$ cat src/rtl/cpu_branch_resolver_pkg.sv
// Common CPU constants shared by the branch resolver and the branch predictor.
package cpu_branch_resolver_pkg;

  localparam int unsigned CPU_XLEN   = 32;
  localparam int unsigned INSN_BYTES = 4;

endpackage

$ cat src/rtl/cpu_branch_fifo.sv
// In-flight branch queue: synchronous FIFO with flush; storage is not reset.
module cpu_branch_fifo
  import cpu_branch_resolver_pkg::*;
#(
  parameter int unsigned WIDTH       = 65,
  parameter int unsigned DEPTH_WIDTH = 3
) (
  input  logic             clk,
  input  logic             rst,
  input  logic             push,
  input  logic             pop,
  input  logic             flush,
  input  logic [WIDTH-1:0] wdata,
  output logic [WIDTH-1:0] rdata,
  output logic             full,
  output logic             empty
);

  localparam int unsigned DEPTH = 2 ** DEPTH_WIDTH;
  localparam int unsigned CW    = DEPTH_WIDTH + 1;

  logic [WIDTH-1:0]       mem_q [DEPTH];
  logic [DEPTH_WIDTH-1:0] wr_ptr_q, wr_ptr_d;
  logic [DEPTH_WIDTH-1:0] rd_ptr_q, rd_ptr_d;
  logic [CW-1:0]          count_q, count_d;
  logic                   push_ok, pop_ok;

  assign full    = (count_q == CW'(DEPTH));
  assign empty   = (count_q == '0);
  assign push_ok = push && !full && !flush;
  assign pop_ok  = pop && !empty;
  assign rdata   = mem_q[rd_ptr_q];

  // Flush empties the queue by snapping the read pointer onto the write pointer.
  always_comb begin
    wr_ptr_d = wr_ptr_q;
    rd_ptr_d = rd_ptr_q;
    count_d  = count_q;
    if (flush) begin
      rd_ptr_d = wr_ptr_q;
      count_d  = '0;
    end else begin
      if (push_ok) wr_ptr_d = wr_ptr_q + DEPTH_WIDTH'(1);
      if (pop_ok)  rd_ptr_d = rd_ptr_q + DEPTH_WIDTH'(1);
      count_d = count_q + CW'(push_ok) - CW'(pop_ok);
    end
  end

  always_ff @(posedge clk) begin
    if (rst) begin
      wr_ptr_q <= '0;
      rd_ptr_q <= '0;
      count_q  <= '0;
    end else begin
      wr_ptr_q <= wr_ptr_d;
      rd_ptr_q <= rd_ptr_d;
      count_q  <= count_d;
    end
  end

  always_ff @(posedge clk) begin
    if (push_ok && !rst) mem_q[wr_ptr_q] <= wdata;
  end

endmodule

$ cat src/rtl/cpu_branch_resolver.sv
// Branch resolver: matches execute outcomes against queued predictions, trains the
// predictor, redirects fetch on mispredict and keeps statistics.
module cpu_branch_resolver
  import cpu_branch_resolver_pkg::*;
#(
  parameter int unsigned XLEN        = CPU_XLEN,
  parameter int unsigned DEPTH_WIDTH = 3,
  parameter int unsigned CNT_WIDTH   = 32
) (
  input  logic                 clk,
  input  logic                 rst,
  input  logic                 pred_valid,
  input  logic [XLEN-1:0]      pred_pc,
  input  logic                 pred_taken,
  input  logic [XLEN-1:0]      pred_target,
  output logic                 pred_ready,
  input  logic                 res_valid,
  input  logic                 res_taken,
  input  logic [XLEN-1:0]      res_target,
  output logic                 res_ready,
  output logic                 update,
  output logic [XLEN-1:0]      update_addr,
  output logic                 update_taken,
  output logic                 redirect,
  output logic [XLEN-1:0]      redirect_pc,
  output logic [CNT_WIDTH-1:0] branch_cnt,
  output logic [CNT_WIDTH-1:0] mispredict_cnt,
  output logic                 proto_err
);

  localparam int unsigned ENTRY_W = 2 * XLEN + 1;

  logic [ENTRY_W-1:0]   wentry, rentry;
  logic [XLEN-1:0]      e_pc, e_target;
  logic                 e_taken;
  logic                 full, empty;
  logic                 deq_c, misp_c, enq_c;

  logic                 update_q, update_d;
  logic [XLEN-1:0]      update_addr_q, update_addr_d;
  logic                 update_taken_q, update_taken_d;
  logic                 redirect_q, redirect_d;
  logic [XLEN-1:0]      redirect_pc_q, redirect_pc_d;
  logic [CNT_WIDTH-1:0] branch_cnt_q, branch_cnt_d;
  logic [CNT_WIDTH-1:0] mispredict_cnt_q, mispredict_cnt_d;
  logic                 proto_err_q, proto_err_d;

  assign wentry                    = {pred_pc, pred_taken, pred_target};
  assign {e_pc, e_taken, e_target} = rentry;

  assign pred_ready = !full;
  assign res_ready  = !empty;
  assign deq_c      = res_valid && !empty;
  assign misp_c     = deq_c && ((res_taken != e_taken) ||
                                (res_taken && e_taken && (res_target != e_target)));
  assign enq_c      = pred_valid && !full && !misp_c;

  cpu_branch_fifo #(
    .WIDTH       (ENTRY_W),
    .DEPTH_WIDTH (DEPTH_WIDTH)
  ) u_fifo (
    .clk   (clk),
    .rst   (rst),
    .push  (enq_c),
    .pop   (deq_c),
    .flush (misp_c),
    .wdata (wentry),
    .rdata (rentry),
    .full  (full),
    .empty (empty)
  );

  // Strobes pulse for one cycle; their payloads hold until the next strobe.
  always_comb begin
    update_d         = deq_c;
    update_addr_d    = update_addr_q;
    update_taken_d   = update_taken_q;
    redirect_d       = misp_c;
    redirect_pc_d    = redirect_pc_q;
    branch_cnt_d     = branch_cnt_q;
    mispredict_cnt_d = mispredict_cnt_q;
    proto_err_d      = proto_err_q || (res_valid && empty);
    if (deq_c) begin
      update_addr_d  = e_pc;
      update_taken_d = res_taken;
      branch_cnt_d   = branch_cnt_q + CNT_WIDTH'(1);
    end
    if (misp_c) begin
      redirect_pc_d    = res_taken ? res_target : e_pc + XLEN'(INSN_BYTES);
      mispredict_cnt_d = mispredict_cnt_q + CNT_WIDTH'(1);
    end
  end

  always_ff @(posedge clk) begin
    if (rst) begin
      update_q         <= 1'b0;
      update_addr_q    <= '0;
      update_taken_q   <= 1'b0;
      redirect_q       <= 1'b0;
      redirect_pc_q    <= '0;
      branch_cnt_q     <= '0;
      mispredict_cnt_q <= '0;
      proto_err_q      <= 1'b0;
    end else begin
      update_q         <= update_d;
      update_addr_q    <= update_addr_d;
      update_taken_q   <= update_taken_d;
      redirect_q       <= redirect_d;
      redirect_pc_q    <= redirect_pc_d;
      branch_cnt_q     <= branch_cnt_d;
      mispredict_cnt_q <= mispredict_cnt_d;
      proto_err_q      <= proto_err_d;
    end
  end

  assign update         = update_q;
  assign update_addr    = update_addr_q;
  assign update_taken   = update_taken_q;
  assign redirect       = redirect_q;
  assign redirect_pc    = redirect_pc_q;
  assign branch_cnt     = branch_cnt_q;
  assign mispredict_cnt = mispredict_cnt_q;
  assign proto_err      = proto_err_q;

endmodule
$ cat config.mk
export PLATFORM = sky130hd
export DESIGN_NAME = cpu_branch_resolver
export DESIGN_NICKNAME = d
export VERILOG_FILES = /design/src/rtl/cpu_branch_resolver_pkg.sv /design/src/rtl/cpu_branch_fifo.sv /design/src/rtl/cpu_branch_resolver.sv
export SDC_FILE = /design/constraint.sdc
export NUM_CORES = 1
export LEC_CHECK = 0
export ABC_AREA = 1
export CAP_MARGIN = 20
export CORE_ASPECT_RATIO = 1.75
export CORE_UTILIZATION = 30
export CTS_CLUSTER_SIZE = 24
export DETAILED_ROUTE_END_ITERATION = 12
export SETUP_SLACK_MARGIN = 0.3
export SLEW_MARGIN = 5
export SYNTH_ARGS = -nofsm -noshare
export SYNTH_HDL_FRONTEND = slang
export SYNTH_SLANG_ARGS = --single-unit
$ cat constraint.sdc
create_clock -name clk -period 18.5 [get_ports clk]
set_input_delay 2.775 -clock clk [delete_from_list [all_inputs] [get_ports clk]]
set_output_delay 2.775 -clock clk [all_outputs]
set_load 0.02 [all_outputs]
## Yosys cells after proc, flatten, opt, wreduce, memory -nomap -nowiden

Memory sizes are Yosys's and may differ from the RTL's. A register that Yosys moved wholly into a read port is not among the register bits.
Index checks and enable logic that the tools add are counted.

| storage, ports and cells | value |
|---|---|
| register bits after elaboration | 142 |
| latch bits | 0 |
| bits in writable memories | 520 |
| bits in read-only memories | 0 |
| bits of input ports | 102 |
| output and inout port bits | 134 |
| word-level logic and storage cells | 51 |
| memories | 1 |

| operators by class | value |
|---|---|
| add/sub/neg operators | 7 |
| multiply operators | 0 |
| divide/modulo/power cells | 0 |
| $lt $le $gt $ge | 0 |
| eq/ne operators | 3 |
| shifts and indexed selects | 0 |
| multiplexer cells | 7 |
| bitwise operators | 1 |
| reduce and logical (&&, ||, !) cells | 21 |

Memory list:

| name | words | width | read ports | clocked after Yosys merged registers in | wr ports | RTL line | source |
|---|---|---|---|---|---|---|---|
| u_fifo.mem_q | 8 | 65 | 1 | 1 | 1 | cpu_branch_fifo.sv:22 | `logic [WIDTH-1:0] mem_q [DEPTH];` |

Operators by type and width:

| kind | count |
|---|---|
| 32-bit by 1-bit adder with 32-bit output, second input constant | 2 |
| 32-bit by 3-bit adder with 32-bit output, second input constant | 1 |
| 32-bit 2-to-1 mux | 1 |
| 32-bit != test | 1 |
| 3-bit 2-to-1 mux | 4 |
| 1-bit logical AND | 11 |
| 3-bit by 1-bit adder with 3-bit output, second input constant | 2 |
| 4-bit by 1-bit adder with 4-bit output | 1 |
| 4-bit == test, second input constant | 1 |
| 1-bit logical NOT | 4 |
| 4-bit logical NOT | 1 |
| 4-bit by 1-bit subtractor with 4-bit output | 1 |
| 1-bit logical OR | 2 |
| 1-bit 2-to-1 mux | 2 |
| 2-bit AND reduction | 1 |
| 2-bit nonzero test | 1 |
| 2-bit OR reduction | 1 |
| 1-bit != test | 1 |
| 1-bit inverter | 1 |

## Depth between registers and ports, before layout

Gate-level depths: netlist (run 1).

| logic depth | value |
|---|---|
| depth in word-level cells | 11 |
| gate-level depth with buffers | 27 |
| depth with buffers taken out | 24 |

## By module

From an unflattened synthesis (run 1), not the netlist that was laid out.

| unflattened totals | value |
|---|---|
| cell total of the unflattened synthesis | 3,047 |
| area total of the unflattened synthesis | 29,140.4 µm² |

Modules (own cells, without submodules):

| module | times used | cells each | area each (µm²) |
|---|---|---|---|
| cpu_branch_fifo | 1 | 1,830 | 21,414.3 |
| cpu_branch_resolver | 1 | 1,217 | 7,726.2 |

## Least setup slack after synthesis (run 1)

No wires, ideal clock.

| timing | value |
|---|---|
| path kind | input to register |
| start | in res_target[2] |
| end | mem u_fifo.mem_q[3][0], enable pin |
| setup time | 0.568 ns |
| data arrival time | 8.249 ns |
| data required time | 17.932 ns |
| path slack | 9.682 ns |
| stages | 13 |
| buffers on the path | 1 |
| path through | nand3b_1 > nand2_1 > nand3_1 > nor2_1 > nand2_1 > nor2_1 > nand2_1 > nand2_2 > nand2_2 > nand2_2 > buf_6 > nand3_1 > nor3_1 |

| on the way | value |
|---|---|
| longest elaborated chain between the ends | 11 |

RTL lines:

| element | RTL line | source |
|---|---|---|
| start: declaration | cpu_branch_resolver.sv:19 | `input logic [XLEN-1:0] res_target,` |
| 32-bit != test * | cpu_branch_resolver.sv:55 | `(res_taken && e_taken && (res_target != e_target)));` |
| 1-bit logical AND * | cpu_branch_resolver.sv:55 |  |
| 1-bit logical OR * | cpu_branch_resolver.sv:54 | `assign misp_c = deq_c && ((res_taken != e_taken) \|\|` |
| 1-bit logical AND * | cpu_branch_resolver.sv:54 |  |
| 1-bit logical NOT * | cpu_branch_fifo.sv:30, cpu_branch_resolver.sv:56 |  |
| 1-bit logical AND | cpu_branch_resolver.sv:56 | `assign enq_c = pred_valid && !full && !misp_c;` |
| 1-bit logical AND | cpu_branch_fifo.sv:30 | `assign push_ok = push && !full && !flush;` |
| 1-bit logical AND * | cpu_branch_fifo.sv:30 |  |
| 1-bit logical AND * | cpu_branch_fifo.sv:62 | `if (push_ok && !rst) mem_q[wr_ptr_q] <= wdata;` |
| 1-bit 2-to-1 mux * | cpu_branch_fifo.sv:62 |  |
| 1-bit 2-to-1 mux (implied by the code) * | cpu_branch_fifo.sv:62 |  |
| end: declaration | cpu_branch_fifo.sv:22 |  |

Every way passes the cells marked *; elsewhere a longest branch is shown, timed or not.

## Worst setup path in the final report (run 1)

| timing | value |
|---|---|
| start | in res_target[11] |
| end | mem u_fifo.mem_q[6][18], enable pin |

Same word-level chain as after synthesis.

==> reports/qor_table.md, run 1 <==
| Parameter | Reported | Unit |
|:---|:---|:---|
| Total gr overflow | 0 | - |
| Skew-Pair Late Insertion Delay | 0.62 | ns |
| Data required time of the worst path | 18.74 | ns |
| Clock group share of total power | 28.1 | % |
| DRC violation count after routing | 0 | - |
| Count of filler cells inserted in the layout | 9520 | - |
| Cell taking the most area after synthesis | edfxtp_1 | - |
| Largest net degree at the start of global routing | 101 | - |
| Hold path depth | 2 | - |
| Nets in the synthesized netlist | 3092 | - |
| Outcome | complete, no violations | - |
| Final net count | 3273 | - |
| Capturing point of the worst reg2reg path | u_fifo.mem_q[6][18] | - |
| Synth top area share | 53.6 | % |
| Std cell rows | 150 | - |
| GR Layer Usage met1 | 21.6 | % |
| Type of the setup path with the least slack | input port to flip-flop | - |
| Comb power frac | 31.7 | % |
| Finished layout cell area | 0.0345 | mm^2 |
| Root cell of the clock tree | clkbuf_16 | - |
| Post-detailed-routing wire length | 89.7 | mm |
| Post-synthesis mux area share | 0.0344 | % |
| Number of gates resized after cts | 0 | - |
| Mapped Avg Cell Area | 9.78 | um^2 |
| Worst Hold Launch | redirect_pc[8] | - |
| Minimum clock period | 7.20 | ns |
| Setup repair after global routing missed its margin | no | - |
| Slew at the pin with the worst max-slew slack | 1.06 | ns |
| Share of final-layout standard cells stronger than drive strength 1 | 5.90 | % |
| Maximum clock frequency | 0.139 | GHz |
| Overall die area | 0.0984 | mm^2 |
| Worst slack at placement | 10.59 | ns |
| First-iteration detailed-routing DRC count | 1557 | - |
| Final weighted congestion in routability-driven placement | 0.897 | - |
| Power per cell area | 131 | mW/mm^2 |
| CP peak stage delay | 0.97 | ns |
| # port buffers | 235 | - |
| Cell family with most CP delay | simple AND/OR/NAND/NOR gates | - |
| H-tree depth reported by CTS | 2 | - |
| All-Layer GR Usage | 17.9 | % |
| Final number of hold-violating endpoints | 0 | - |
| Fraction of met3 tracks used by global routing | 3.67 | % |
| Share of the clock period used by the worst path | 38.9 | % |
| CTS tree | done | - |
| Critical path arrival | 7.43 | ns |
| Number of unique standard cell types used by synthesis | 47 | - |
| Initial core utilization | 30.4 | % |
| Final Max Tran Viols | 0 | - |
| Die height | 414 | um |
| Clock transition at the register clock pins on the worst setup and hold paths after CTS | 0.07 | ns |
| Horizontal die dimension | 238 | um |
| Drt first pass iters | 5 | - |
| Post-Synthesis Cells | 2977 | - |
| Worst hold-check path type | flip-flop to flip-flop | - |
| Final worst slack | 11.30 | ns |
| Flip-flop cell with the highest count after synthesis | edfxtp_1 | - |
| Flops & latches, synth | 665 | - |
| Worst supply voltage drop on vdd | 0.0000734 | V |
| Adder and majority gate portion of the synthesized area | 0.584 | % |
| Final setup violation count | 0 | - |
| Worst-case reg-to-reg path depth | 19 | - |
| Top post-synthesis cells by area | edfxtp_1, dfxtp_1, nand2_1 | - |
| Buffers and inverters on the worst path | 3 | - |
| Sequence of cells on the critical path | clkdlybuf4s50_1, nand3b_1, nand2_1, inv_1, nand2_1, nor2_1, nand2_1, nor2_1, nand2_1, nand2_2, nand2_2, nand2_2, nand4_1, nor2_4, buf_4 | - |
| WHS Endpoint | redirect_pc[8] | - |
| Number of warning messages in the yosys log | 0 | - |
| Syn Std Cell Area | 0.0291 | mm^2 |
| Remaining antenna violation count | 0 | - |
| Met2 Resource Use GR | 30.9 | % |
| Via count of the first global-routing pass | 20605 | - |
| Wire length of the first global-routing pass | 132 | mm |
| Switching Power | 1650 | uW |
| Maximum number of buffers from clock root to sink | 3 | - |
| Hold-fix buffer count after cts | 0 | - |
| Mean routed wirelength per cell | 19.9 | um |
| Setup slack of the worst register-to-register path | 11.52 | ns |
| Core Area | 0.0959 | mm^2 |
| Cell-internal power | 2850 | uW |
| Total CTS buffers | 57 | - |
| Io pins | 236 | - |
| WHS | 0.445 | ns |
| HPWL Detailed | 59.5 | mm |
| Worst-case clock skew | 0.0242 | ns |
| Number of antenna violations at the first check in global routing | 15 | - |
| Most Frequent Cell on Critical Path | nand2_1 | - |
| Total via count in the routed design | 21512 | - |
| Worst path slowest cell | nor2_4 | - |
| Area growth syn-to-layout | 18.5 | % |
| Number of enable-type register cells in the synthesized netlist | 520 | - |
| Dominant combinational cell family by area after synthesis | simple AND/OR/NAND/NOR gates | - |
| Max-capacitance violation count | 0 | - |
| Vias per Instance | 4.77 | - |
| Post-synthesis async set-or-reset flop share | 0 | % |
| Post-CTS setup-driven buffer insertion count | 0 | - |
| CTS sink cnt | 665 | - |
| Crit Path Max Fanout | 39 | - |
| Sequential Power Share | 40.1 | % |
| Most heavily used metal layer in global routing | met2 | - |
| Sequential area share after synthesis | 63.6 | % |
| Sort of element at the start of the critical path | input port | - |
| Leakage component of the power | 0.0127 | uW |
| Post-route setup TNS | 0 | ns |
| Compound-cell area share of the yosys netlist | 7.60 | % |
| Xor/xnor cell area share of the yosys netlist | 1.26 | % |
| Relative max-transition margin | 29.0 | % |
| Post-synthesis share of cell area spent on and, or, nand and nor gates | 20.2 | % |
| Net switching share of the total power | 36.7 | % |
| Capturing element type of the critical path | flip-flop | - |
| Post-placement cell area | 0.0325 | mm^2 |
| Critical path startpoint | res_target[11] | - |
routing by layer:
layer	routed length (um)	part of all wire (%)
met5	81	0.090
met4	3530	3.9
met3	6500	7.2
met2	43700	49
met1	35900	40
cells in the final DEF, fill, tap and decap left out, types with 52 or more instances in the layout:
master and instances:
clkbuf_16 59, edfxtp_1 520, o22ai_1 52, inv_1 282, nand3_1 233, o21ai_0 193
dfxtp_1 142, a21oi_1 90, clkdlybuf4s50_1 233, nor2_1 301, nand2_1 758
power by group through the flow:
stage,Combinational [uW],Sequential [uW],Clock [uW]
5_1_grt,1580,1820,1340
2_1_floorplan,909,1850,0
3_5_place_dp,1430,1840,0
6_report,1430,1810,1270
3_3_place_gp,1430,1840,0
4_1_cts,1440,1810,1290
logic make-up (layout without fill, tap and decap cells):
logic type | after synthesis | after routing
muxes | 1 | 1
other | 0 | 10
xor gates and xnor gates | 42 | 42
buffers and inverters | 437 | 666
adders and majority gates | 13 | 13
and+or+nand+nor | 1411 | 1411
AOI/OAI and AO/OA | 408 | 408
DFF | 665 | 665
synthesized netlist by cell type (all sizes together), types with 35 or more instances:
cell type  number
a21oi          90
buf            96
clkbuf         43
dfxtp         145
edfxtp        520
inv           295
nand2         764
nand3         235
nor2          315
nor3           44
o21ai         253
o22ai          53
xor2           35
cell type report:
cell class,count,area (um^2),share of cell area (%)
Antenna cell,10,25.0,0.0725
Sequential cell,665,18500,53.7
Clock inverter,33,390,1.13
Multi-Input combinational cell,1875,8690,25.2
Timing Repair Buffer,261,2540,7.36
Clock buffer,74,1580,4.59
Inverter,298,1130,3.27
Tap cell,1292,1620,4.69
registers in the layout (all words and copies together) (netlist names), named ones only:
register / flops
u_fifo.count_q: 4
u_fifo.wr_ptr_q: 3
mispredict_cnt: 32
proto_err: 1
u_fifo.rd_ptr_q: 3
update: 1
branch_cnt: 32
redirect_pc: 32
redirect: 1
update_addr: 32
update_taken: 1
u_fifo.mem_q: 520
worst reg2reg max path, cell delays in order, from the launching register on:
cell	delay, ns
dfxtp_4	0.59
inv_4	0.82
buf_4	0.85
nor2_1	0.12
o21ai_1	0.11
nand3_1	0.13
nand2_1	0.12
nand2_1	0.05
nand2_1	0.05
nand2_1	0.04
nor2_1	0.24
nand2_1	0.08
nor2_1	0.13
nand2_1	0.19
nand2_2	0.14
nand2_2	0.09
nand2_2	0.58
nand4_1	0.58
nor2_4	0.97
buf_4	0.71
stage by stage:
stage	cells	power, uW	utilization (%)
CTS	4498	4540	35.9
finish	4508	4510	36.0
floorplan	2977	2760	-
global route	4500	4740	36.0
global placement	4391	3260	33.9
detailed placement	4391	3270	33.9
how the worst max path moves through the flow:
stage	end	slack, ns	cells past startpoint
finish	u_fifo.mem_q[6][18]	11.30	15
floorplan	u_fifo.mem_q[3][0]	9.68	13
detailed placement	u_fifo.mem_q[6][17]	10.59	15
global placement	u_fifo.mem_q[6][1]	10.61	15
global route	u_fifo.mem_q[6][37]	10.99	15
CTS	u_fifo.mem_q[6][37]	11.24	15
Note: power is estimated with default switching activity, not from simulation.
==> inputs of run 2 (changes only) <==
Clock period 18.5 ns to 7.5 ns, I/O delays scaled along.
==> reports/qor_table.md, run 2 (same netlist as run 1, synthesis figures left out) <==
| Parameter | Reported | Unit | Delta |
|:---|:---|:---|:---|
| Outcome | complete, no violations | - | unchanged |
| H-tree depth reported by CTS | 3 | - | was 2 |
| Final Max Tran Viols | 0 | - | unchanged |
| Maximum number of buffers from clock root to sink | 3 | - | unchanged |
| Worst path slowest cell | nor3_2 | - | was nor2_4 |
| Clock transition at the register clock pins on the worst setup and hold paths after CTS | 0.06 | ns | was 0.07 ns |
| HPWL Detailed | 57.6 | mm | was 59.5 mm |
| Wire length of the first global-routing pass | 131 | mm | was 132 mm |
| Maximum clock frequency | 0.174 | GHz |  |
| Post-placement cell area | 0.0327 | mm^2 | was 0.0325 mm^2 |
| Total length of routed met2 wires | 45.0 | mm | was 43.7 mm |
| Crit Path Max Fanout | 103 | - | was 39 |
| Leakage component of the power | 0.0129 | uW | was 0.0127 uW |
| Worst slack at placement | 1.72 | ns | was 10.59 ns |
| Number of antenna violations at the first check in global routing | 13 | - | was 15 |
| Top Layer Used | met5 | - | unchanged |
| Most flop-heavy register | u_fifo.mem_q | - | unchanged |
| Total gr overflow | 0 | - | unchanged |
| Setup repair after global routing missed its margin | no | - | unchanged |
| Mean routed wirelength per cell | 19.7 | um | was 19.9 um |
| Post-detailed-routing wire length | 89.2 | mm | was 89.7 mm |
| # port buffers | 235 | - | unchanged |
| Share of the clock period used by the worst path | 76.5 | % |  |
| Minimum clock period | 5.74 | ns |  |
| Total via count in the routed design | 21744 | - | was 21512 |
| Hold-fix buffer count after cts | 0 | - | unchanged |
| Die height | 414 | um | unchanged |
| Wl on met1 | 35.8 | mm | was 35.9 mm |
| All-Layer GR Usage | 17.8 | % | was 17.9% |
| Vias per Instance | 4.81 | - | was 4.77 |
| Most common cell after layout, fill and taps aside | nand2_1 | - | unchanged |
| Critical path arrival | 6.03 | ns | was 7.43 ns |
| DRC violation count after routing | 0 | - | unchanged |
| Final setup violation count | 0 | - | unchanged |
| Number of gates resized after cts | 0 | - | unchanged |
| Worst supply voltage drop on vdd | 0.000178 | V | was 0.0000734 V |
| Finished layout cell area | 0.0348 | mm^2 | was 0.0345 mm^2 |
| Final net count | 3289 | - | was 3273 |
| Final worst slack | 1.76 | ns | was 11.30 ns |
| CP peak stage delay | 0.95 | ns | was 0.97 ns |
| Commonest cells after routing, fill and taps aside | nand2_1, edfxtp_1, nor2_1, inv_1 | - | unchanged |
| Met3 WL | 5.61 | mm | was 6.50 mm |
| Core Area | 0.0959 | mm^2 | unchanged |
| Post-CTS setup-driven buffer insertion count | 0 | - | unchanged |
| Core Util, Final | 36.3 | % | was 36.0% |
| Via count of the first global-routing pass | 20836 | - | was 20605 |
| Root cell of the clock tree | clkbuf_16 | - | unchanged |
| Max-capacitance violation count | 0 | - | unchanged |
| CTS tree | done | - | unchanged |
| Worst Hold Launch | redirect_pc[5] | - | was redirect_pc[8] |
| Overall die area | 0.0984 | mm^2 | unchanged |
| Worst hold-check path type | flip-flop to flip-flop | - | unchanged |
| CTS sink cnt | 665 | - | unchanged |
| Horizontal die dimension | 238 | um | unchanged |
| Skew-Pair Late Insertion Delay | 0.63 | ns | was 0.62 ns |
| Worst-case clock skew | 0.0294 | ns | was 0.0242 ns |
| Relative max-transition margin | 23.3 | % | was 29.0% |
| Final weighted congestion in routability-driven placement | 0.909 | - | was 0.897 |
| Share of final-layout standard cells stronger than drive strength 1 | 6.04 | % | was 5.90% |
| Most Frequent Cell on Critical Path | nand2_1 | - | unchanged |
| Power per cell area | 323 | mW/mm^2 | was 131 mW/mm^2 |
| Drt first pass iters | 5 | - | unchanged |
| Flip-flop count of the largest register, all copies and words added | 520 | - | unchanged |
| Final number of hold-violating endpoints | 0 | - | unchanged |
| First-iteration detailed-routing DRC count | 1563 | - | was 1557 |
| Io pins | 236 | - | unchanged |
| Remaining antenna violation count | 0 | - | unchanged |
| Largest net degree at the start of global routing | 104 | - | was 101 |
| Slew at the pin with the worst max-slew slack | 1.14 | ns | was 1.06 ns |
| Type of the setup path with the least slack | flip-flop to flip-flop | - | was input port to flip-flop |
| Sequence of cells on the critical path | inv_6, buf_12, nand2_1, nand3_1, nand3_1, nand3_1, nand2_1, inv_1, nand2_1, nor2_1, nand2_1, nor2_1, nand2_1, nand2_2, nand2_2, nand2_2, nand3_1, nor3_2, buf_12 | - | was clkdlybuf4s50_1, nand3b_1, nand2_1, inv_1, nand2_1, nor2_1, nand2_1, nor2_1, nand2_1, nand2_2, nand2_2, nand2_2, nand4_1, nor2_4, buf_4 |
| Initial core utilization | 30.4 | % | unchanged |
| Data required time of the worst path | 7.80 | ns | was 18.74 ns |
| Sort of element at the start of the critical path | flip-flop | - | was input port |
| Capturing element type of the critical path | flip-flop | - | unchanged |
| Total CTS buffers | 66 | - | was 57 |
| Area growth syn-to-layout | 19.5 | % | was 18.5% |
| Std cell rows | 150 | - | unchanged |
## run 2: critical path: cells and delay by family, from the launching register on
| kind | cells | cell delay [ns] |
|---|---|---|
| simple gates | 15 | 3.18 |
| buf+inv | 4 | 1.49 |
| flops | 1 | 0.52 |
## run 2: final timing paths
kind | endpoint | slack (ns) | cells after the start
setup / recovery | u_fifo.mem_q[3][16] | 1.76 | 19
setup reg to reg | u_fifo.mem_q[3][16] | 1.76 | 19
hold / removal | redirect_pc[5] | 0.45 | 2
hold reg to reg | redirect_pc[5] | 0.45 | 2
## run 2: layer usage
metal,vias up,GRT usage [%]
met4,8,6.53
li1,10402,-
met1,10444,21.4
met5,-,0
met2,744,31.8
met3,146,2.55
## run 2: stage by stage
stage / setup TNS (ns) / hold slack, ns / std cells / power, uW
4_1_cts: 0 / 0.449 / 4518 / 11300
3_3_place_gp: 0 / 0.430 / 4398 / 7980
2_1_floorplan: -45.05 / 0.472 / 2977 / 6810
3_5_place_dp: 0 / 0.434 / 4398 / 8010
5_1_grt: 0 / 0.462 / 4518 / 11800
6_report: 0 / 0.446 / 4521 / 11200
## run 2: cell type report
cell class,instances,area [um^2]
diodes,3,7.51
clock buffers,84,1760
clock inverters,36,348
fillers,9501,61100
inverters,298,1130
multi-input cells,1875,8690
flip-flops and latches,665,18500
well taps,1292,1620
repair buffers,268,2700
## run 2: where the power goes
part	switching [uW]	leakage (uW)	internal (uW)
Sequential	168	0.00587	4240
Combinational	2480	0.00598	1050
Clock	1450	0.00102	1850
==> inputs of run 3 (changes only) <==
Clock period 7.5 ns to 5.6 ns, I/O delays scaled along.
==> reports/qor_table.md, run 3 (same netlist as run 1, synthesis figures left out) <==
| Parameter | Reported | Unit | Delta |
|:---|:---|:---|:---|
| Largest net degree at the start of global routing | 185 | - | was 104 |
| Count of filler cells inserted in the layout | 9504 | - | was 9501 |
| Final weighted congestion in routability-driven placement | 0.916 | - | was 0.909 |
| Maximum number of buffers from clock root to sink | 3 | - | unchanged |
| Crit Path Max Fanout | 184 | - | was 103 |
| Data required time of the worst path | 5.86 | ns | was 7.80 ns |
| Worst path slowest cell | buf_4 | - | was nor3_2 |
| Most flop-heavy register | u_fifo.mem_q | - | unchanged |
| Final Max Tran Viols | 0 | - | unchanged |
| DRC violation count after routing | 0 | - | unchanged |
| WHS | 0.445 | ns | was 0.446 ns |
| Type of the setup path with the least slack | flip-flop to flip-flop | - | unchanged |
| Post-placement cell area | 0.0327 | mm^2 | about the same |
| Total via count in the routed design | 21715 | - | was 21744 |
| Minimum clock period | 4.42 | ns | was 5.74 ns |
| Wire length of the first global-routing pass | 130 | mm | was 131 mm |
| Critical path arrival | 4.69 | ns | was 6.03 ns |
| Most Frequent Cell on Critical Path | nand2_1 | - | unchanged |
| Remaining antenna violation count | 0 | - | unchanged |
| Share of the clock period used by the worst path | 79.0 | % | was 76.5% |
| Slew at the pin with the worst max-slew slack | 1.07 | ns | was 1.14 ns |
| Number of antenna violations at the first check in global routing | 10 | - | was 13 |
| GR Layer Usage met1 | 22.2 | % | was 21.4% |
| Horizontal die dimension | 238 | um | unchanged |
| Post-detailed-routing wire length | 88.4 | mm | was 89.2 mm |
| Capturing element type of the critical path | flip-flop | - | unchanged |
| Core Area | 0.0959 | mm^2 | unchanged |
| Hold-fix buffer count after cts | 0 | - | unchanged |
| Std cell rows | 150 | - | unchanged |
| Max-capacitance violation count | 0 | - | unchanged |
| Drt first pass iters | 5 | - | unchanged |
| Leakage component of the power | 0.0130 | uW | was 0.0129 uW |
| Root cell of the clock tree | clkbuf_16 | - | unchanged |
| Post-route setup TNS | 0 | ns | unchanged |
| CTS tree | done | - | unchanged |
| Worst hold-check path type | flip-flop to flip-flop | - | unchanged |
| Mean routed wirelength per cell | 19.5 | um | was 19.7 um |
| Cell family with most CP delay | simple AND/OR/NAND/NOR gates | - | unchanged |
| # port buffers | 235 | - | unchanged |
| Final net count | 3291 | - | was 3289 |
| Sequence of cells on the critical path | buf_12, nand2_1, nand3_1, nand3_1, nand2_1, nand2_1, nand2_1, nand3_1, nor2_1, nand2_1, nor2_1, nand2_1, nand2_2, nand2_2, nand2_2, nand3_1, nor3_4, buf_4 | - | was inv_6, buf_12, nand2_1, nand3_1, nand3_1, nand3_1, nand2_1, inv_1, nand2_1, nor2_1, nand2_1, nor2_1, nand2_1, nand2_2, nand2_2, nand2_2, nand3_1, nor3_2, buf_12 |
| Number of gates resized after cts | 0 | - | unchanged |
| Final number of hold-violating endpoints | 0 | - | unchanged |
| Power per cell area | 441 | mW/mm^2 | was 323 mW/mm^2 |
| Commonest cells after routing, fill and taps aside | nand2_1, edfxtp_1, nor2_1, inv_1 | - | unchanged |
| HPWL Detailed | 56.5 | mm | was 57.6 mm |
| Total CTS buffers | 67 | - | was 66 |
| First-iteration detailed-routing DRC count | 1962 | - | was 1563 |
| Flip-flop count of the largest register, all copies and words added | 520 | - | unchanged |
| Io pins | 236 | - | unchanged |
| Vias per Instance | 4.80 | - | was 4.81 |
| H-tree depth reported by CTS | 3 | - | unchanged |
| Most heavily used metal layer in global routing | met2 | - | unchanged |
| Buffers and inverters on the worst path | 2 | - | was 4 |
| Total gr overflow | 0 | - | unchanged |
| Fraction of met3 tracks used by global routing | 2.80 | % | was 2.55% |
| Setup repair after global routing missed its margin | no | - | unchanged |
| All-Layer GR Usage | 17.7 | % | was 17.8% |
| Die height | 414 | um | unchanged |
| Via count of the first global-routing pass | 20629 | - | was 20836 |
| Area growth syn-to-layout | 20.4 | % | was 19.5% |
| Post-CTS setup-driven buffer insertion count | 0 | - | unchanged |
| Initial core utilization | 30.4 | % | unchanged |
| CP peak stage delay | 0.64 | ns | was 0.95 ns |
| Finished layout cell area | 0.0351 | mm^2 | was 0.0348 mm^2 |
| Met2 Resource Use GR | 30.2 | % | was 31.8% |
| Overall die area | 0.0984 | mm^2 | unchanged |
| Most common cell after layout, fill and taps aside | nand2_1 | - | unchanged |
| Final setup violation count | 0 | - | unchanged |
| CTS sink cnt | 665 | - | unchanged |
| Sort of element at the start of the critical path | flip-flop | - | unchanged |
| Maximum clock frequency | 0.226 | GHz | was 0.174 GHz |
| Skew-Pair Late Insertion Delay | 0.64 | ns | was 0.63 ns |
| Worst-case clock skew | 0.0201 | ns | was 0.0294 ns |
| Relative max-transition margin | 28.0 | % | was 23.3% |
| Share of final-layout standard cells stronger than drive strength 1 | 6.44 | % | was 6.04% |
| Clock transition at the register clock pins on the worst setup and hold paths after CTS | 0.06 | ns | about the same |
| Outcome | complete, no violations | - | unchanged |
| Worst supply voltage drop on vdd | 0.000286 | V | was 0.000178 V |
[run 3: cell count changes in the layout (fill, tap and decap cells not counted), moves of 3 or more]
cell	change
bufinv_16	+4
clkbuf_1	-8
clkbuf_16	+4
clkbuf_8	+4
clkinv_1	-3
clkinv_4	+4
nor3_2	-4
nor3_4	+4
[run 3: worst paths after layout]
path | depth (start not counted) | from | slack (ns) | endpoint
worst max-delay path | 18 | flip-flop | 1.18 | u_fifo.mem_q[1][26]
worst min-delay path | 2 | redirect_pc[3] | 0.45 | redirect_pc[3]
worst max register to register | 18 | flip-flop | 1.18 | u_fifo.mem_q[1][26]
worst min register to register | 2 | redirect_pc[3] | 0.45 | redirect_pc[3]
[run 3: layer usage]
metal,part of all wire [%],up-vias
li1,-,10401
met1,41,10391
met2,49,775
met3,6.7,142
met4,3.4,6
met5,0.040,-
[run 3: report_power, final]
part           switching (uW)  leakage (uW)  internal [uW]
logic                    3380       0.00601           1410
clock network            1960       0.00113           2830
registers                 187       0.00587           5680
total                    5530        0.0130           9920
[run 3: final cells by class]
cell class / instances / area, um^2 / share of cell area (%)
diodes: 2 / 5.00 / 0.0143
clock buffers: 84 / 1890 / 5.38
clock inverters: 37 / 464 / 1.32
inverters: 298 / 1130 / 3.22
multi-input cells: 1875 / 8720 / 24.9
flip-flops and latches: 665 / 18500 / 52.9
well taps: 1292 / 1620 / 4.61
repair buffers: 269 / 2710 / 7.73
[run 3: through the flow]
| stage | worst slack, ns | instances | utilization [%] | total power (uW) |
|---|---|---|---|---|
| global placement | 1.21 | 4399 | 34.1 | 10700 |
| CTS | 1.19 | 4520 | 36.5 | 15600 |
| global route | 0.885 | 4521 | 36.5 | 16200 |
| floorplan | -0.306 | 2977 | - | 9120 |
| detailed placement | 1.22 | 4399 | 34.1 | 10800 |
| finish | 1.18 | 4522 | 36.5 | 15500 |
[run 3: tightest hold or removal path: stages, from the launching register on]
cell	delay, ns
dfxtp_1	0.31
nand2_1	0.06
nand2_1	0.04
